$ cat config.mk
export PLATFORM = sky130hd
export DESIGN_NAME = apb_rr_xbar
export DESIGN_NICKNAME = d
export VERILOG_FILES = /design/src/rtl/apb_rr_xbar.sv
export SDC_FILE = /design/constraint.sdc
export NUM_CORES = 1
export LEC_CHECK = 0
export ABC_AREA = 1
export CAP_MARGIN = 25
export CORE_ASPECT_RATIO = 0.7
export CORE_UTILIZATION = 35
export CTS_CLUSTER_DIAMETER = 150
export DETAILED_ROUTE_END_ITERATION = 10
export PLACE_DENSITY = 0.68
export RECOVER_POWER = 100
export SLEW_MARGIN = 40
export SYNTH_ARGS = -nofsm -noshare
export SYNTH_HDL_FRONTEND = slang
export SYNTH_SLANG_ARGS = --single-unit
$ cat constraint.sdc
create_clock -name clk -period 5.56 [get_ports clk]
set_clock_uncertainty 0.05 [all_clocks]
set_input_delay 0.834 -clock clk [delete_from_list [all_inputs] [get_ports clk]]
set_output_delay 0.834 -clock clk [all_outputs]
set_load 0.02 [all_outputs]
$ cat src/rtl/apb_rr_xbar.sv
// N-master to M-slave APB3 interconnect with round-robin arbitration, address decode,
// registered downstream bus and PSLVERR on unmapped addresses or slave timeouts.
module apb_rr_xbar #(
  parameter int MASTER_PORTS = 4,
  parameter int SLAVE_PORTS  = 8,
  parameter int ADDR_WIDTH   = 16,
  parameter int DATA_WIDTH   = 16,
  parameter logic [SLAVE_PORTS*ADDR_WIDTH-1:0] SLAVE_BASE = {
    16'h0700, 16'h0600, 16'h0500, 16'h0400, 16'h0300, 16'h0200, 16'h0100, 16'h0000},
  parameter logic [SLAVE_PORTS*ADDR_WIDTH-1:0] SLAVE_MASK = {8{16'hFF00}},
  parameter int TIMEOUT      = 255,
  localparam int MW = (MASTER_PORTS > 1) ? $clog2(MASTER_PORTS) : 1,
  localparam int SW = (SLAVE_PORTS > 1) ? $clog2(SLAVE_PORTS) : 1
) (
  input  logic                               clk,
  input  logic                               rst,
  input  logic [MASTER_PORTS*ADDR_WIDTH-1:0] S_PADDR,
  input  logic [MASTER_PORTS-1:0]            S_PWRITE,
  input  logic [MASTER_PORTS-1:0]            S_PSEL,
  input  logic [MASTER_PORTS-1:0]            S_PENABLE,
  input  logic [MASTER_PORTS*DATA_WIDTH-1:0] S_PWDATA,
  output logic [MASTER_PORTS*DATA_WIDTH-1:0] S_PRDATA,
  output logic [MASTER_PORTS-1:0]            S_PREADY,
  output logic [MASTER_PORTS-1:0]            S_PSLVERR,
  output logic [ADDR_WIDTH-1:0]              M_PADDR,
  output logic                               M_PWRITE,
  output logic [SLAVE_PORTS-1:0]             M_PSEL,
  output logic                               M_PENABLE,
  output logic [DATA_WIDTH-1:0]              M_PWDATA,
  input  logic [SLAVE_PORTS*DATA_WIDTH-1:0]  M_PRDATA,
  input  logic [SLAVE_PORTS-1:0]             M_PREADY,
  input  logic [SLAVE_PORTS-1:0]             M_PSLVERR,
  output logic                               busy,
  output logic [MW-1:0]                      gnt_idx
);

  typedef enum logic [1:0] {IDLE, SETUP, ACCESS, RESP} state_t;

  state_t                           state;
  logic [MW-1:0]                    last;
  logic [MW-1:0]                    arb_gnt;
  logic [MW-1:0]                    arb_cand;
  logic                             arb_found;
  logic [ADDR_WIDTH-1:0]            arb_addr;
  logic [SW-1:0]                    slv;
  logic [SW-1:0]                    dec_slv;
  logic                             dec_hit;
  logic [31:0]                      tcnt;
  logic                             slv_ready;
  logic                             slv_err;
  logic                             timed_out;
  logic [MASTER_PORTS-1:0]          arb_onehot;
  logic [MASTER_PORTS-1:0]          cur_onehot;
  logic [SLAVE_PORTS-1:0]           dec_onehot;
  logic [MASTER_PORTS*DATA_WIDTH-1:0] rdata_slot;

  // Round-robin search starting just after the last granted master.
  always_comb begin
    arb_gnt   = last;
    arb_cand  = last;
    arb_found = 1'b0;
    for (int k = 1; k <= MASTER_PORTS; k++) begin
      arb_cand = MW'((int'(last) + k) % MASTER_PORTS);
      if (!arb_found && S_PSEL[arb_cand]) begin
        arb_found = 1'b1;
        arb_gnt   = arb_cand;
      end
    end
  end

  assign arb_addr = S_PADDR[arb_gnt*ADDR_WIDTH +: ADDR_WIDTH];

  // Descending scan so the lowest matching slave index wins on overlapping windows.
  always_comb begin
    dec_hit = 1'b0;
    dec_slv = '0;
    for (int s = SLAVE_PORTS - 1; s >= 0; s--) begin
      if ((arb_addr & SLAVE_MASK[s*ADDR_WIDTH +: ADDR_WIDTH]) ==
          (SLAVE_BASE[s*ADDR_WIDTH +: ADDR_WIDTH] & SLAVE_MASK[s*ADDR_WIDTH +: ADDR_WIDTH])) begin
        dec_hit = 1'b1;
        dec_slv = SW'(s);
      end
    end
  end

  always_comb begin
    arb_onehot          = '0;
    arb_onehot[arb_gnt] = 1'b1;
    cur_onehot          = '0;
    cur_onehot[gnt_idx] = 1'b1;
    dec_onehot          = '0;
    dec_onehot[dec_slv] = 1'b1;
  end

  assign slv_ready = M_PREADY[slv];
  assign slv_err   = M_PSLVERR[slv];
  assign timed_out = (TIMEOUT != 0) && (tcnt == 32'(TIMEOUT - 1));

  always_comb begin
    rdata_slot = '0;
    rdata_slot[gnt_idx*DATA_WIDTH +: DATA_WIDTH] =
      slv_ready ? M_PRDATA[slv*DATA_WIDTH +: DATA_WIDTH] : '0;
  end

  // Ready has priority over timeout when both land in the same ACCESS cycle.
  always_ff @(posedge clk) begin
    if (rst) begin
      state     <= IDLE;
      last      <= MW'(MASTER_PORTS - 1);
      gnt_idx   <= '0;
      slv       <= '0;
      tcnt      <= '0;
      M_PADDR   <= '0;
      M_PWRITE  <= 1'b0;
      M_PWDATA  <= '0;
      M_PSEL    <= '0;
      M_PENABLE <= 1'b0;
      S_PREADY  <= '0;
      S_PSLVERR <= '0;
      S_PRDATA  <= '0;
    end else begin
      case (state)
        IDLE: begin
          if (arb_found) begin
            last     <= arb_gnt;
            gnt_idx  <= arb_gnt;
            slv      <= dec_slv;
            M_PADDR  <= arb_addr;
            M_PWRITE <= S_PWRITE[arb_gnt];
            M_PWDATA <= S_PWDATA[arb_gnt*DATA_WIDTH +: DATA_WIDTH];
            if (dec_hit) begin
              M_PSEL <= dec_onehot;
              state  <= SETUP;
            end else begin
              S_PREADY  <= arb_onehot;
              S_PSLVERR <= arb_onehot;
              S_PRDATA  <= '0;
              state     <= RESP;
            end
          end
        end
        SETUP: begin
          M_PENABLE <= 1'b1;
          tcnt      <= '0;
          state     <= ACCESS;
        end
        ACCESS: begin
          if (slv_ready || timed_out) begin
            M_PSEL    <= '0;
            M_PENABLE <= 1'b0;
            S_PREADY  <= cur_onehot;
            S_PSLVERR <= (slv_ready ? slv_err : 1'b1) ? cur_onehot : '0;
            S_PRDATA  <= rdata_slot;
            state     <= RESP;
          end else begin
            tcnt <= tcnt + 32'd1;
          end
        end
        RESP: begin
          S_PREADY  <= '0;
          S_PSLVERR <= '0;
          S_PRDATA  <= '0;
          state     <= IDLE;
        end
        default: state <= IDLE;
      endcase
    end
  end

  assign busy = (state != IDLE);

endmodule
== After elaboration in Yosys (flattened, before gate mapping) ==
Index checks and enable logic that the tools add are counted.

* Div/mod/pow operators: 0
* Mux-type cells: 69
* Equality and inequality tests: 16
* $lt $le $gt $ge: 11
* Shifts and indexed selects: 5
* Reduce and logical (&&, ||, !) cells: 22
* Add/sub/neg operators: 6
* Bitwise logic cells: 1
* Multiply operators: 0

{| class="wikitable"
|+ Operators by type and width
! kind !! count
|-
| 64-bit 2-to-1 mux || 3
|-
| 64-bit case mux with 3 select lines || 1
|-
| 128-bit by 8-bit variable part select with 16-bit output || 1
|-
| 64-bit by 7-bit variable part select with 16-bit output || 2
|-
| 64-bit AND || 1
|-
| 32-bit case mux with 2 select lines || 1
|-
| 16-bit by 34-bit variable shift with 64-bit output (first input constant) || 1
|-
| 16-bit by 34-bit variable part select with 64-bit output || 1
|-
| 6-bit negation with 34-bit output || 1
|-
| 32-bit by 1-bit adder with 32-bit output (second input constant) || 1
|-
| 32-bit by 8-bit == test with 1-bit output (second input constant) || 1
|-
| 8-bit by 3-bit == test with 1-bit output (second input constant) || 4
|-
| 32-bit 2-to-1 mux || 1
|-
| 1-bit 2-to-1 mux || 24
|-
| 3-bit 2-to-1 mux || 8
|-
| 8-bit 2-to-1 mux || 3
|-
| 4-bit case mux with 3 select lines || 2
|-
| 4-bit 2-to-1 mux || 5
|-
| 2-bit by 3-bit < comparator with 1-bit output (second input constant) || 6
|-
| 8-bit by 2-bit == test with 1-bit output (second input constant) || 2
|-
| 16-bit logical NOT || 1
|-
| 16-bit 2-to-1 mux || 1
|-
| 8-bit case mux with 2 select lines || 1
|-
| 2-bit 2-to-1 mux || 7
|-
| 23 further kinds || 51
|}

* Memory bits (read-only): 0
* Memory bits (writable): 0
* Bits in latches: 0
* Input bits: 286
* Memories kept: 0
* Logic and storage cells: 143
* Output and inout bits: 117
* Register bits after elaboration: 155

== Longest topological paths before layout ==
Gate-level depths: netlist of the first run.

* Word-level depth: 30
* Depth in mapped cells: 22
* Depth with buffers taken out: 21

== Least setup slack after synthesis of the first run ==
Ideal clock, no wire load.

* Kind: input -> register
* From: input S_PSEL[0]
* To: register S_PRDATA[47]
* Data required time: 5.444 ns
* Stages on the path: 20
* Setup slack: 2.743 ns
* Library setup time: 0.066 ns
* Data arrival time: 2.701 ns
* Path buffers: 3
* Cell sequence: nand2_1 nand2_1 nand2_1 nand2_2 nor2_2 nand2_1 o21ai_1 inv_2 buf_6 nand2_1 nand2_2 nor2_1 nand2_1 nor2_4 nand2_4 nand3_4 buf_8 buf_8 nand2_1 a21oi_2

* Longest elaborated chain between the ends: 24
* Elaborated cells between the ends (all ways): 42
* Classes of those cells: eq/ne: 9; shift: 1; mux: 24; reduce/logical: 8

{| class="wikitable"
|+ Ends and longest elaborated chain
! what !! RTL line !! text
|-
| start, declared || 19 || <nowiki>input logic [MASTER_PORTS-1:0] S_PSEL,</nowiki>
|-
| 1-bit binary-select mux with 2-bit select || 64 || <nowiki>if (!arb_found && S_PSEL[arb_cand]) begin</nowiki>
|-
| 1-bit 2-to-1 mux (not written as such) || 64 ||
|-
| 1-bit 2-to-1 mux || 64 ||
|-
| 1-bit logical NOT || 64 ||
|-
| 1-bit logical AND || 64 ||
|-
| 1-bit 2-to-1 mux || 64 ||
|-
| 1-bit logical NOT || 64 ||
|-
| 1-bit logical AND || 64 ||
|-
| 1-bit 2-to-1 mux || 64 ||
|-
| 1-bit logical NOT || 64 ||
|-
| 1-bit logical AND || 64 ||
|-
| 2-bit 2-to-1 mux || 64 ||
|-
| 64-bit by 7-bit variable part select with 16-bit output || 71 || <nowiki>assign arb_addr = S_PADDR[arb_gnt*ADDR_WIDTH +: ADDR_WIDTH];</nowiki>
|-
| 8-bit by 3-bit == test with 1-bit output || 78 || <nowiki>if ((arb_addr & SLAVE_MASK[s*ADDR_WIDTH +: ADDR_WIDTH]) ==</nowiki>
|-
| 1-bit 2-to-1 mux (8 in series) || 78 ||
|-
| 2-bit inequality test (no line) || - ||
|-
| 4-bit AND reduction (no line) * || - ||
|-
| end signal, assigned || 153 || <nowiki>S_PRDATA <= rdata_slot;</nowiki>
|-
| end, declared || 22 || <nowiki>output logic [MASTER_PORTS*DATA_WIDTH-1:0] S_PRDATA,</nowiki>
|}

Mark *: on every way between the ends. The rest lies on a longest branch, timed or not. The select of a mux whose other input is x is not followed.
A chain may end at the register's enable or synchronous reset.

== Worst setup path in the final report of the first run ==
* From: input S_PSEL[0]
* To: register S_PRDATA[37]

The elaborated chain is that of the path after synthesis.

==> results of run 1 <==
-- sequential cells by signal, summed over array words and instances (netlist names) --
name,cells
M_PWDATA,16
M_PSEL,8
tcnt,32
M_PWRITE,1
gnt_idx,2
S_PRDATA,64
S_PSLVERR,4
M_PENABLE,1
state,2
S_PREADY,4
slv,3
last,2
M_PADDR,16
-- power by group through the flow --
stage          sequential, mW  combinational [mW]  clock [mW]
2_1_floorplan            1.52                2.90           0
3_3_place_gp             1.45                4.20           0
3_5_place_dp             1.45                4.26           0
4_1_cts                  1.43                4.28        1.15
5_1_grt                  1.45                4.62        1.21
6_report                 1.43                4.21        1.14
-- cell type report --
| class | count | area (um^2) |
|---|---|---|
| well taps | 364 | 455 |
| multi-input cells | 1142 | 5660 |
| clock buffers | 19 | 443 |
| flip-flops and latches | 155 | 3110 |
| clock inverters | 13 | 118 |
| inverters | 114 | 430 |
| repair buffers | 416 | 4100 |
| fillers | 2639 | 12700 |
-- worst max-delay path by stage --
| stage | startpoint | end | slack (ns) |
|---|---|---|---|
| final | S_PSEL[0] | S_PRDATA[37] | 0.96 |
| after CTS | S_PSEL[0] | S_PRDATA[37] | 1.55 |
| after floorplan | S_PSEL[0] | S_PRDATA[47] | 2.74 |
| after global placement | S_PSEL[0] | S_PRDATA[47] | 1.27 |
| after detailed placement | S_PSEL[0] | S_PRDATA[49] | 1.11 |
| after global routing | S_PSEL[0] | S_PRDATA[37] | 0.57 |
-- worst reg2reg max path, cell delays in order (launching register included) --
cell and delay [ns]:
dfxtp_1 0.57, inv_2 0.19, nand2_1 0.10, nand2_1 0.09, nand2_1 0.11, nand2_2 0.07, nand2_2 0.09, nor2_1 0.05
o21ai_0 0.55, buf_4 0.31, inv_2 0.15, nand2_1 0.10, nand2_1 0.09, nor2_1 0.17, nand2_1 0.07, nor2_1 0.37
nand2_4 0.10, nand3_4 0.45, buf_4 0.38, nand2_1 0.10, a21oi_1 0.14
-- cells by family after synthesis --
| logic type | count (synthesis) | synth area share, % |
|---|---|---|
| AOI/OAI and AO/OA | 283 | 18.3 |
| DFF | 155 | 32.0 |
| adders and majority gates | 11 | 1.42 |
| xor gates and xnor gates | 3 | 0.271 |
| muxes | 1 | 0.103 |
| buffers and inverters | 223 | 9.62 |
| and+or+nand+nor | 844 | 38.3 |
-- routing by layer --
metal / up-vias / part of all wire, %
li1: 5839 / -
met1: 5379 / 45
met2: 505 / 43
met3: 52 / 9.0
met4: 0 / 2.1
met5: - / 0
-- metrics by stage --
step | hold slack, ns | power, mW
2_1_floorplan | 0.402 | 4.42
3_3_place_gp | 0.399 | 5.65
3_5_place_dp | 0.403 | 5.71
4_1_cts | 0.411 | 6.86
5_1_grt | 0.428 | 7.28
6_report | 0.408 | 6.78
-- cells in the final DEF, fill, tap and decap left out, types with 15 or more instances in the layout --
cell type        netlist  final
o211ai_1              15     15
nor3_1                38     37
clkbuf_16              0     17
buf_4                  1     15
dlygate4sd3_1          0    117
o21ai_0               65     67
nand3_1               71     71
a22oi_1               22     22
clkdlybuf4s50_1        0    280
nand2_1              402    405
inv_1                101    102
nor2_1               192    190
nand4_1               93     93
o32ai_1               35     35
dfxtp_1              155    153
o221ai_1              15     15
a21oi_1              103    109
-- Yosys cell counts, types with 3 or more instances --
cell type    n
nand2_4      3
buf_2       14
clkbuf_1    82
nor4_1      14
o21ai_0     65
a21oi_1    103
nand3_1     71
buf_8        6
o32ai_1     35
o221ai_1    15
inv_1      101
nor3_1      38
a211oi_1     6
a21oi_2     10
nor3b_1     14
nand2_1    402
o21bai_1     3
dfxtp_1    155
inv_2       11
buf_1        5
a22oi_1     22
xor2_1       3
nand3b_1     3
nand4_1     93
o211ai_1    15
nand2_2      6
nor2_1     192
ha_1        11
==> qor.csv, run 1 <==
metric,value,unit
status,"finished, final reports clean",
Pwr Density,474,nW/um^2
Congestion Overflow GR,0,
actual slew at the worst max-slew pin,1.32,ns
buffer count from post-CTS setup fixing,0,
Post-DP HPWL,29100,um
Yosys warnings,0,
first-pass GRT wire length,59100,um
CP required,5.86,ns
unrepaired setup endpoints after global routing,false,
GRT Total Usage,26.5,%
power share of the clock group,16.8,%
Max VDD drop,0.000458,V
Sw Ratio,52.9,%
placed cell area,13800,um^2
reg-to-reg setup timing slack,1.19,ns
H-Tree Level Count,4,
die span in x,201,um
ratio of cells with drive above 1 in the final layout,4.25,%
vias in the first global route,10600,
port buffer count,398,
area grow syn2layout,47.6,%
main flop type after synthesis,dfxtp_1,
Static Leakage,5.73,nW
Synth Register Bits,155,
Setup TNS,0,ns
WL final,39000,um
"Gates resized, CTS repair",0,
clock tree sinks,155,
Tightest Hold Check Type,reg -> reg,
Final Cell Area,14300,um^2
CTS buffer count,17,
Syn Inst Count,1520,
Initial Util,36.0,%
critical path depth,19,
"most used cell, CP",nand2_1,
Max Slew Vio Count,0,
crit-path cells,dlygate4sd3_1 -> nand2_1 -> nand2_1 -> nand2_1 -> nand2_1 -> nor2_1 -> o21ai_0 -> buf_4 -> inv_2 -> nand2_1 -> nand2_1 -> nor2_1 -> nand2_1 -> nor2_1 -> nand2_4 -> nand3_4 -> buf_4 -> nand2_1 -> a21oi_1,
via count,11800,
Yosys top cell area share,32.0,%
top cell type by total area after synthesis,dfxtp_1,
largest net degree at the start of global routing,71,
kind of critical path,in -> reg,
Slew HR,12.2,%
DR DRC count,0,
Hold Path Origin,S_PRDATA[39],
Area contributors post-synth,"dfxtp_1 32%, nand2_1 16%, nor2_1 7.4%",
dpl ws,1.11,ns
# IOs,403,
worst reg2reg path startpoint,last[0],
WHS Path Cells,2,
syn_nets,1817,
crit path time final,4.60,ns
Final Util,53.1,%
Post-Syn Area,9700,um^2
max cap viols,0,
Top Usage Layer GRT,met2,
Placeable Area,27000,um^2
Vias/cell,5.30,
Final Hold Viols,0,
antenna violations before repair,0,
cell family contributing the most delay on the critical path,simple AND/OR/NAND/NOR gates,
met2 usage,39.2,%
worst reg-to-reg path cell count,20,
antenna diode instance count,0,
critical path launch point type,primary input,
Final setup viols,0,
Async SR Flop Fraction,0,%
Final ANT Viol Nets,0,
Comb pwr share,62.1,%
crit end category,register,
sequential power share,21.1,%
fin worst setup slack,0.961,ns
initial DRC count,1298,
period utilisation layout,82.7,%
CTS Root Buffer Type,clkbuf_16,
Post-synth EDFFs,0,
nets@finish,2143,
gpl congestion,0.918,
Psw,3.59,mW
CTS Buffer Depth,2,
Post-Place Cells,2191,
CTS tree,done,
Crit path arrival time,4.90,ns
register area share after synthesis,32.0,%
Critical R2R Capture,S_PRDATA[37],
met3 usage,7.37,%
maximum clock rate,0.217,GHz
clk_lat worst skew,0.43,ns
worst-path maximum fanout,56,
CP max-delay cell,dlygate4sd3_1,
GR Layer Usage met1,37.5,%
Cell variety after synth,44,
Hold Path Sink,S_PRDATA[39],
Finished Layout Cells,2223,
routed len/inst,17.5,um
max incr delay on CP,0.56,ns
Die Ht,141,um
Pint,3.19,mW
Worst-path clk slew,0.07,ns
die area,28400,um^2
FP Rows,50,
Post-CTS Hold Buffers,0,
Synth Area per Inst,6.38,um^2
DR pass1 iterations,8,
CP bufs+invs,4,
No activity file was read; power rests on OpenSTA's default activity.
==> run 2, diff against run 1 <==
==> constraint.sdc (replaced) <==
create_clock -name clk -period 4.7 [get_ports clk]
set_clock_uncertainty 0.05 [all_clocks]
set_input_delay 0.705 -clock clk [delete_from_list [all_inputs] [get_ports clk]]
set_output_delay 0.705 -clock clk [all_outputs]
set_load 0.02 [all_outputs]
==> qor.csv, run 2 (synthesis results as in run 1) <==
metric,value,unit
maximum clock rate,0.255,GHz
GR Layer Usage met1,38.2,%
max incr delay on CP,0.56,ns
largest register by flop count,S_PRDATA,
Congestion Overflow GR,0,
via count,11900,
CTS buffer count,17,
first-pass GRT wire length,59900,um
gpl congestion,0.949,
Final setup viols,0,
Top Usage Layer GRT,met2,
CTS Buffer Depth,2,
Min Hold Slack,0.409,ns
kind of critical path,reg -> reg,
actual slew at the worst max-slew pin,1.20,ns
Crit path arrival time,4.23,ns
FP Rows,50,
DR pass1 iterations,5,
fin worst setup slack,0.781,ns
Max VDD drop,0.000369,V
Pwr Density,565,nW/um^2
nets@finish,2149,
Max Slew Vio Count,0,
GRT Total Usage,26.8,%
# IOs,403,
antenna violations before repair,0,
max cap viols,0,
placed cell area,13800,um^2
WL final,39100,um
Slew HR,19.5,%
Placeable Area,27000,um^2
met2 usage,40.6,%
die span in x,201,um
"commonest non-fill, non-tap cell in the layout",nand2_1,
CP required,5.01,ns
largest net degree at the start of global routing,71,
dpl ws,0.679,ns
crit end category,register,
Post-DP HPWL,29300,um
worst-path maximum fanout,40,
routed len/inst,17.5,um
H-Tree Level Count,4,
Final Cell Area,14400,um^2
Tightest Hold Check Type,reg -> reg,
Final Hold Viols,0,
Die Ht,141,um
Largest register FFs,64,
"Gates resized, CTS repair",0,
initial DRC count,1340,
CTS Root Buffer Type,clkbuf_16,
port buffer count,398,
"most used cell, CP",nand2_1,
unrepaired setup endpoints after global routing,false,
crit-path cells,inv_1 -> nand2_1 -> nand2_1 -> nand2_1 -> nand3_1 -> nand2_1 -> nand2_1 -> o21ai_0 -> inv_2 -> nand2_1 -> nand2_1 -> nor2_1 -> inv_2 -> nor2_4 -> nand2_4 -> nand3_4 -> buf_12 -> nand2_1 -> a21oi_1,
met3 usage,6.34,%
antenna diode instance count,0,
DR DRC count,0,
Final ANT Viol Nets,0,
buffer count from post-CTS setup fixing,0,
status,"finished, final reports clean",
Static Leakage,5.76,nW
Setup TNS,0,ns
period utilisation layout,83.4,%
Initial Util,36.0,%
Post-CTS Hold Buffers,0,
CTS tree,done,
ratio of cells with drive above 1 in the final layout,4.56,%
clock tree sinks,155,
most frequent cells in the layout,"404 x nand2_1, 280 x clkdlybuf4s50_1, 190 x nor2_1",
vias in the first global route,10700,
Final Util,53.4,%
area grow syn2layout,48.4,%
die area,28400,um^2
crit path time final,3.92,ns
largest registers,"S_PRDATA (64), tcnt (32)",
Vias/cell,5.32,
CP max-delay cell,dfxtp_1,
Worst-path clk slew,0.07,ns
clk_lat worst skew,0.44,ns
critical path launch point type,register,
run 2: per-stage QoR:
stage | cells | power (mW)
6_report | 2229 | 8.14
3_3_place_gp | 2197 | 6.73
4_1_cts | 2229 | 8.25
3_5_place_dp | 2197 | 6.79
2_1_floorplan | 1520 | 5.23
5_1_grt | 2229 | 8.75
run 2: final timing paths:
path / to / slack [ns] / startpoint / cells past startpoint
worst max-delay path: S_PRDATA[21] / 0.78 / last[0] / 19
worst min-delay path: S_PRDATA[39] / 0.41 / S_PRDATA[39] / 2
worst max register to register: S_PRDATA[21] / 0.78 / last[0] / 19
worst min register to register: S_PRDATA[39] / 0.41 / S_PRDATA[39] / 2
run 2: worst max-delay path: cells and delay by family, from the launching register on:
kind / cells / cell delay (ns)
buf+inv: 4 / 0.90
flops: 1 / 0.56
compound gates: 2 / 0.67
simple gates: 13 / 1.65
run 2: where the power goes:
part	internal, mW	switching, mW
combinational	1.55	3.51
sequential	1.50	0.130
clock	0.803	0.642
total	3.85	4.28
run 2: metal layers:
layer	share of wire (%)	wire length, um
met5	0	0
met4	1.6	610
met3	8.3	3230
met2	45	17400
met1	46	17800
run 2: layout make-up:
class / instances / area [um^2]
sequential: 155 / 3110
fill: 2624 / 12600
inverter: 114 / 429
timing repair buffer: 422 / 4140
clock buffer: 17 / 425
multi-input combinational: 1142 / 5660
tap: 364 / 455
clock inverter: 15 / 176
